[src/rtl/rsa_pkg.sv]
// Shared types and constants for the RSA modmult arbiter slice.
package rsa_pkg;

  localparam int WIDTH_DEF = 32;

  // Arbiter FSM state encoding, kept as plain constants for compatibility
  // with the older RSA control blocks that compare against raw codes.
  typedef logic [3:0] arb_state_t;

  localparam arb_state_t S_IDLE    = 4'd0;
  localparam arb_state_t S_LATCH   = 4'd1;
  localparam arb_state_t S_MM_RST  = 4'd2;
  localparam arb_state_t S_MM_REL  = 4'd3;
  localparam arb_state_t S_RUN     = 4'd4;
  localparam arb_state_t S_CAPTURE = 4'd5;
  localparam arb_state_t S_RESP    = 4'd6;
  localparam arb_state_t S_HOLD    = 4'd7;

endpackage

[src/rtl/modmult_arbiter_rr_pick.sv]
// Combinational round-robin picker: first set request strictly after ptr,
// wrapping from NUM_REQ-1 back to 0. ptr itself has the lowest priority.
module rr_pick #(
  parameter int NUM_REQ = 3,
  localparam int IW = $clog2(NUM_REQ)
) (
  input  logic [NUM_REQ-1:0] req,
  input  logic [IW-1:0]      ptr,
  output logic [NUM_REQ-1:0] onehot,
  output logic [IW-1:0]      idx,
  output logic               valid
);

  // Scan from the farthest candidate to the nearest so the nearest set bit wins.
  always_comb begin
    // NOTE: every output gets a default before the loop; a path that leaves
    // one unassigned would infer a latch.
    onehot = '0;
    idx    = '0;
    valid  = 1'b0;
    for (int off = NUM_REQ; off >= 1; off--) begin
      if (req[(int'(ptr) + off) % NUM_REQ]) begin
        idx   = IW'((int'(ptr) + off) % NUM_REQ);
        valid = 1'b1;
      end
    end
    if (valid) onehot[idx] = 1'b1;
  end

endmodule

[src/rtl/modmult_arbiter.sv]
// Shares one modular_multiplication unit among NUM_REQ requesters. Each grant
// latches operands, pulses the modmult reset, holds ready until done and
// captures the result; the requester then keeps grant until it drops req.
module modmult_arbiter
  import rsa_pkg::*;
#(
  parameter int NUM_REQ = 3,
  parameter int WIDTH   = WIDTH_DEF,
  parameter int TIMEOUT = 4096
) (
  input  logic                     clk,
  input  logic                     reset_n,
  input  logic [NUM_REQ-1:0]       req,
  input  logic [NUM_REQ*WIDTH-1:0] base_i,
  input  logic [NUM_REQ*WIDTH-1:0] power_i,
  input  logic [NUM_REQ*WIDTH-1:0] denom_i,
  output logic [NUM_REQ-1:0]       grant,
  output logic [NUM_REQ-1:0]       done,
  output logic                     err,
  output logic [WIDTH-1:0]         result,
  output logic                     mm_reset_n,
  output logic                     mm_ready,
  output logic [WIDTH-1:0]         mm_base,
  output logic [WIDTH-1:0]         mm_power,
  output logic [WIDTH-1:0]         mm_denom,
  input  logic                     mm_done,
  input  logic [WIDTH-1:0]         mm_result
);

  localparam int IW = $clog2(NUM_REQ);
  localparam int CW = (TIMEOUT > 1) ? $clog2(TIMEOUT) : 1;
  localparam logic [CW-1:0] CNT_LAST = CW'((TIMEOUT > 0) ? TIMEOUT - 1 : 0);

  arb_state_t         state, state_d;
  logic [IW-1:0]      g;          // current grantee
  logic [IW-1:0]      ptr;        // last granted requester
  logic [CW-1:0]      cnt;        // cycles spent in RUN
  logic [NUM_REQ-1:0] pick_onehot;
  logic [IW-1:0]      pick_idx;
  logic               pick_valid;
  logic               req_g;
  logic               abort;
  logic               resp_err;

  rr_pick #(.NUM_REQ(NUM_REQ)) u_pick (
    .req    (req),
    .ptr    (ptr),
    .onehot (pick_onehot),
    .idx    (pick_idx),
    .valid  (pick_valid)
  );

  assign req_g = req[g];

  // Next-state logic, including abort on early req drop and the error exits.
  always_comb begin
    state_d  = state;
    abort    = 1'b0;
    resp_err = 1'b0;
    unique case (state)
      S_IDLE:    if (pick_valid) state_d = S_LATCH;
      S_LATCH: begin
        if (mm_denom == '0) begin
          state_d  = S_RESP;
          resp_err = 1'b1;
        end else begin
          state_d = S_MM_RST;
        end
      end
      S_MM_RST:  if (!req_g) abort = 1'b1; else state_d = S_MM_REL;
      S_MM_REL:  if (!req_g) abort = 1'b1; else state_d = S_RUN;
      S_RUN: begin
        if (!req_g) begin
          abort = 1'b1;
        end else if (mm_done) begin
          state_d = S_CAPTURE;
        end else if (TIMEOUT != 0 && cnt == CNT_LAST) begin
          state_d  = S_RESP;
          resp_err = 1'b1;
        end
      end
      S_CAPTURE: state_d = S_RESP;
      S_RESP:    state_d = S_HOLD;
      S_HOLD:    if (!req_g) state_d = S_IDLE;
      default:   state_d = S_IDLE;
    endcase
    if (abort) state_d = S_IDLE;
  end

  // State, operand latch and registered outputs decoded from the next state.
  always_ff @(posedge clk or negedge reset_n) begin
    if (!reset_n) begin
      state      <= S_IDLE;
      g          <= '0;
      ptr        <= IW'(NUM_REQ - 1);
      cnt        <= '0;
      grant      <= '0;
      done       <= '0;
      err        <= 1'b0;
      result     <= '0;
      mm_reset_n <= 1'b0;
      mm_ready   <= 1'b0;
      mm_base    <= '0;
      mm_power   <= '0;
      mm_denom   <= '0;
    end else begin
      // NOTE: sequential state uses non-blocking assignments so every
      // register samples pre-edge values regardless of statement order.
      state <= state_d;

      // Operands are sampled while grant is still low; later changes are ignored.
      if (state == S_IDLE && pick_valid) begin
        g        <= pick_idx;
        mm_base  <= base_i[int'(pick_idx)*WIDTH +: WIDTH];
        mm_power <= power_i[int'(pick_idx)*WIDTH +: WIDTH];
        mm_denom <= denom_i[int'(pick_idx)*WIDTH +: WIDTH];
      end

      if (state == S_LATCH)   ptr    <= g;
      if (state == S_CAPTURE) result <= mm_result;

      // Counter is zero on RUN entry and counts RUN cycles.
      cnt <= (state == S_RUN) ? cnt + 1'b1 : '0;

      if (state_d == S_IDLE)    grant <= '0;
      else if (state == S_IDLE) grant <= pick_onehot;

      done       <= (state_d == S_RESP) ? grant : '0;
      err        <= resp_err;
      mm_ready   <= (state_d == S_RUN);
      mm_reset_n <= !(state_d == S_MM_RST || abort);
    end
  end

endmodule
[config.mk]
export PLATFORM = sky130hd
export DESIGN_NAME = modmult_arbiter
export DESIGN_NICKNAME = d
export VERILOG_FILES = /design/src/rtl/rsa_pkg.sv /design/src/rtl/modmult_arbiter_rr_pick.sv /design/src/rtl/modmult_arbiter.sv
export SDC_FILE = /design/constraint.sdc
export NUM_CORES = 1
export LEC_CHECK = 0
export ABC_AREA = 0
export CAP_MARGIN = 20
export CORE_AREA = 2 2 179 181
export CTS_CLUSTER_DIAMETER = 40
export CTS_CLUSTER_SIZE = 28
export DETAILED_ROUTE_END_ITERATION = 7
export DIE_AREA = 0 0 181 183
export DONT_BUFFER_PORTS = 1
export SYNTH_ARGS = -nofsm -noshare
export SYNTH_HDL_FRONTEND = slang
export SYNTH_HIERARCHICAL = 1
export SYNTH_SLANG_ARGS = --single-unit
[constraint.sdc]
create_clock -name clk -period 4.3 [get_ports clk]
set_clock_uncertainty 0.2 [all_clocks]
set_input_delay 0.43 -clock clk [delete_from_list [all_inputs] [get_ports clk]]
set_output_delay 0.43 -clock clk [all_outputs]
set_load 0.03 [all_outputs]
==> impl_metrics.json <==
{
  "via_per_inst": 5.00,
  "critPathKind": "register to register",
  "portBuffers": 0,
  "area_growth_pct": 27.7,
  "drc": 0,
  "htreeDepth": 4,
  "drtPass1Iterations": 5,
  "fp.dieArea_sq_mm": 0.0331,
  "outcome": "completed",
  "relSlewSlack": 0.392,
  "grt_pass1_vias": 6824,
  "start_kind": "register",
  "cts.path.max_buffers": 2,
  "ff2ff_path_depth": 9,
  "cap_violations": 0,
  "synth_cell_types": 55,
  "critPathRequiredTime_ns": 4.44,
  "cts_sinks": 157,
  "root_buffer": "clkbuf_16",
  "clk_pin_slew_ns": 0.07,
  "synth_xor_area_frac": 0.00965,
  "worstReg2RegStart": "ptr[0]",
  "rsz0062_at_grt": "false",
  "setup_tns_ns": 0,
  "grt_max_degree": 158,
  "yosysTopAreaCell": "dfrtp_1",
  "min_path_cells": 2,
  "synth_warnings": 6,
  "routed_wl_um": 27800,
  "finalInstanceArea_sq_mm": 0.0104,
  "synth_flop_cell": "dfrtp_1",
  "synth_mux_area_frac": 0.176,
  "cp-startpoint": "ptr[0]",
  "dr.first_iter.drc_count": 449,
  "place_area_sq_mm": 0.00854,
  "async_reset_ff_frac": 1.00,
  "synth_edf_count": 0,
  "clkLatencyLatePin_ns": 0.44,
  "synth_top_family_by_area": "multiplexers",
  "die_y_um": 183,
  "hold_viol_final": 0,
  "postSynthAreaPerCell_sq_um": 9.36,
  "coreArea_sq_mm": 0.0312,
  "r2r_end": "mm_base[17]",
  "min_delay_worst_endpoint": "mm_power[2]",
  "post-cts-setup-buffers": 0,
  "avgRoutedWirePerCell_um": 20.2,
  "setup-violations-final": 0,
  "hp-class": "input port to register",
  "yosysTopAreaCellShare": 0.478,
  "place_hpwl_um": 19500,
  "syn_area_sq_mm": 0.00817,
  "hp-start": "power_i[34]",
  "worst_setup_path_end_kind": "register",
  "io_pins": 463,
  "grt_pass1_wl_um": 41000,
  "synth_compound_area_frac": 0.144,
  "r2r_slack_ns": 0.95,
  "tightest_slew_ns": 0.911,
  "drv_slew": 0,
  "antenna_found_initial": 0,
  "gp_congestion": 0.819,
  "synthCells": 872,
  "nFillCells": 3147,
  "crit_arrival_ns": 3.49,
  "ys_ff_latch": 157,
  "die_w_um": 181,
  "cts_buffers": 17,
  "nets": 1290,
  "power_leakage_nw": 4.43,
  "cellPowerDensity_mw_per_mm2": 762,
  "synth-adder-area-share": 0.00766,
  "dp_slack_ns": 0.974,
  "ant_nets": 0,
  "worst_slack_ns": 0.954,
  "cts_tree": "done",
  "drive_gt1_frac": 0.0967,
  "antennaDiodeCount": 0,
  "synthTopCellsByArea": "dfrtp_1, mux2i_1, a21oi_1",
  "yosysSeqAreaShare": 0.481,
  "num_rows": 65,
  "grt_overflow": 0,
  "grt_use_total": 0.163,
  "fmax_mhz": 299,
  "vdd_drop_max_v": 0.000531,
  "syn-num-nets": 1203,
  "period_minus_slack_ns": 3.35,
  "start_util": 0.261,
  "total_power_mw": 7.95,
  "synth-simple-area-share": 0.146,
  "period_share": 0.778,
  "vias": 6871,
  "cp_max_fo": 41
}
-- state kept, by name (all words and copies together), names as in the netlist --
name        flops
err             1
done            3
cnt            12
mm_base        32
grant           3
mm_ready        1
mm_power       32
result         32
mm_denom       32
state           4
ptr             2
g               2
mm_reset_n      1
-- worst max path at each step --
stage / depth (start not counted) / end
4_1_cts: 9 / mm_base[30]
2_1_floorplan: 12 / mm_base[27]
3_5_place_dp: 9 / mm_base[8]
5_1_grt: 9 / mm_base[30]
3_3_place_gp: 9 / mm_base[24]
6_report: 9 / mm_base[17]
-- kinds of logic (layout without fill, tap and decap cells) --
logic type / count (synthesis) / count (layout)
fa+ha+maj: 5 / 5
other cells: 1 / 1
flops: 157 / 157
compound gates: 220 / 220
buf+inv: 70 / 170
mux: 139 / 139
xor+xnor: 9 / 9
simple gates: 271 / 271
-- placed cells by master, fill, tap and decap left out, drive strengths merged, types with 6 or more instances in the layout --
master       netlist  final
a21oi            101    101
buf               22     11
clkbuf            43     20
dfrtp            156    156
dlygate4sd3        0    122
inv                5      8
mux2              36     36
mux2i            103    103
nand2            107    107
nor2             115    115
nor3               7      7
nor4              10     10
o21ai            102    102
xor2               6      6
-- what timing repair did --
action	in CTS	in global routing
hold buffers	123	0
resized for setup	0	0
hold endpoints to repair	278	0
setup endpoints to repair	0	0
-- critical path: stages (launching register included) --
cell     delay, ns
dfrtp_1       0.39
inv_1         0.08
ha_1          0.47
mux2i_1       0.28
nand2_1       0.15
a31oi_4       0.23
nor2b_4       0.55
buf_4         0.50
a21oi_1       0.12
o21ai_0       0.21
-- power breakdown --
| part | total [mW] | leakage, nW | internal (mW) | switching [mW] |
|---|---|---|---|---|
| Sequential | 3.32 | 2.02 | 1.94 | 1.38 |
| Clock | 1.65 | 0.302 | 0.994 | 0.660 |
| Combinational | 2.98 | 2.11 | 1.15 | 1.82 |
-- synthesized netlist by cell type, types with 3 or more instances --
| library cell | instances |
|---|---|
| inv_1 | 5 |
| o21ai_0 | 100 |
| buf_1 | 12 |
| mux2i_1 | 103 |
| nor2_1 | 114 |
| nor4_1 | 9 |
| a21oi_1 | 101 |
| and2_1 | 3 |
| dfrtp_1 | 156 |
| nor2b_1 | 3 |
| xor2_1 | 6 |
| xnor2_1 | 3 |
| nand3_1 | 5 |
| nor3_1 | 6 |
| and3_1 | 5 |
| buf_2 | 8 |
| nand2_1 | 107 |
| clkbuf_1 | 43 |
| mux2_2 | 36 |
| ha_1 | 5 |
-- area by class of cell --
| type | count | area, sq um | area share |
|---|---|---|---|
| sequential | 157 | 3930 | 0.377 |
| inverter | 5 | 18.8 | 0.00180 |
| clock buffer | 20 | 447 | 0.0429 |
| tap | 402 | 503 | 0.0483 |
| timing repair buffer | 133 | 1350 | 0.129 |
| multi-input combinational | 645 | 3990 | 0.383 |
| clock inverter | 12 | 184 | 0.0176 |
-- metrics by stage --
stage | hold slack, ns | util | instances
floorplan | -0.0656 | - | 872
global placement | -0.0581 | 0.274 | 1219
detailed placement | -0.0575 | 0.274 | 1219
CTS | 0.000641 | 0.334 | 1374
global route | 0.0288 | 0.334 | 1374
finish | 0.0216 | 0.334 | 1374
-- layer usage --
layer / up-vias / global-route usage / share of wire / routed length [um]
met3: 32 / 0.0524 / 0.078 / 2170
li1: 3205 / - / - / -
met1: 3316 / 0.202 / 0.41 / 11400
met5: - / 0 / 0 / 0
met4: 0 / 0.0641 / 0.023 / 631
met2: 318 / 0.266 / 0.49 / 13500
Note: power is estimated with default switching activity, not from simulation.
==> variant: new RTL, config.mk and constraints unchanged <==
`WIDTH_DEF`: 32 -> 28.
--- a/src/rtl/rsa_pkg.sv
+++ b/src/rtl/rsa_pkg.sv
@@ -2,5 +2,5 @@
 package rsa_pkg;
 
-  localparam int WIDTH_DEF = 32;
+  localparam int WIDTH_DEF = 28;
 
   // Arbiter FSM state encoding, kept as plain constants for compatibility
Interface: changed (8 resized); port bits go from 463 to 407. The function was not compared with the original's and may differ.
==> variant against the unedited design <==
  * Largest cell class unchanged
  * Cell area shrank 8.8%
  * Sequential share of layout area shrank 0.58 points
  * Power decreased by 7.9%
  * Highest routed layer unchanged
  * Sequential cell count down 16
  * Synthesized area down 9.7%
  * Setup slack worse by 10 ps
  * Count of clock-buffer cells in the layout is 2 higher
  * Wire length is 9.0% lower
==> variant: results <==
export IMPL_status="finished, final reports clean"
export IMPL_synthTopCellsByArea="dfrtp_1, mux2i_1, o21ai_0"
export IMPL_drt_iter0_markers=291
export IMPL_vias=6177
export IMPL_dp_hpwl_um=17700
export IMPL_ir_worst_vdd_uv=486
export IMPL_slowest_delay_ps=590
export IMPL_pre_cts_ws_ps=948
export IMPL_first_pass_iters=4
export IMPL_fillers=3247
export IMPL_grt_max_degree=142
export IMPL_yosys_top_cells_count="dfrtp_1, nor2_1, nand2_1"
export IMPL_crit_family="buffers and inverters"
export IMPL_stdcell_count=1280
export IMPL_ys_types=55
export IMPL_grt_use_total_pct=15.0
export IMPL_antenna_found_initial=2
export IMPL_crit_arrival_ps=3450
export IMPL_layout_drive_gt1_share_pct=10.0
export IMPL_placed_cell_area_sq_um=7770
export IMPL_routed_wirelength_um=25300
export IMPL_cpMaxStageDelayCell="buf_4"
export IMPL_grt_first_pass_wirelength_um=37600
export IMPL_first_global_vias=6319
export IMPL_min_from="base_i[47]"
export IMPL_syn_inst=784
export IMPL_nets=1154
export IMPL_gp_congestion=0.914
export IMPL_clk_pin_slew_ps=60
export IMPL_dp_cells=1138
export IMPL_leakage_nw=4.00
export IMPL_maxSlewHeadroom_pct=37.1
-- variant: timing repair --
item                                   CTS  global route
setup buffers                            0             0
endpoints found under the hold margin  247             0
hold buffers                           108             0
-- variant: path summary, 6_finish.rpt --
kind | to | slack, ps | cells after the start
setup / recovery | mm_power[24] | 940 | 10
max in group asynchronous | mm_power[25] | 2900 | 2
hold / removal | mm_base[19] | 40 | 2
setup reg to reg | mm_power[24] | 940 | 10
min in group asynchronous | done[0] | 430 | 2
hold reg to reg | cnt[0] | 290 | 1
-- variant: cell type report --
type | count | area [sq um] | area share (%)
clock inverters | 10 | 161 | 1.70
well taps | 402 | 503 | 5.29
inverters | 7 | 26.3 | 0.276
multi-input cells | 580 | 3610 | 38.0
clock buffers | 22 | 474 | 4.99
flip-flops and latches | 141 | 3530 | 37.1
diodes | 2 | 5.00 | 0.0526
repair buffers | 116 | 1200 | 12.6
-- variant: layer usage --
layer / routed length [um] / global-route usage, % / vias up / part of all wire (%)
met3: 1920 / 4.86 / 41 / 7.6
li1: - / - / 2888 / -
met2: 12500 / 26.1 / 281 / 50
met5: 0 / 0 / - / 0
met4: 783 / 7.54 / 0 / 3.1
met1: 10000 / 16.6 / 2967 / 40
-- variant: cell families (layout without fill, tap and decap cells) --
family	Yosys count	count (layout)	share of synthesized area, %
flops	141	141	47.9
mux	123	123	17.2
xor+xnor	10	10	1.19
fa+ha+maj	6	6	0.984
other cells	1	3	0.0509
buf+inv	63	155	3.60
simple gates	245	245	14.7
compound gates	195	195	14.3
-- variant: report_power, final --
part	total [mW]	switching, mW	leakage (nW)	internal, mW
Sequential	2.92	1.18	1.83	1.74
Clock	1.62	0.603	0.302	1.02
Combinational	2.78	1.70	1.86	1.08
Total	7.32	3.49	4.00	3.83
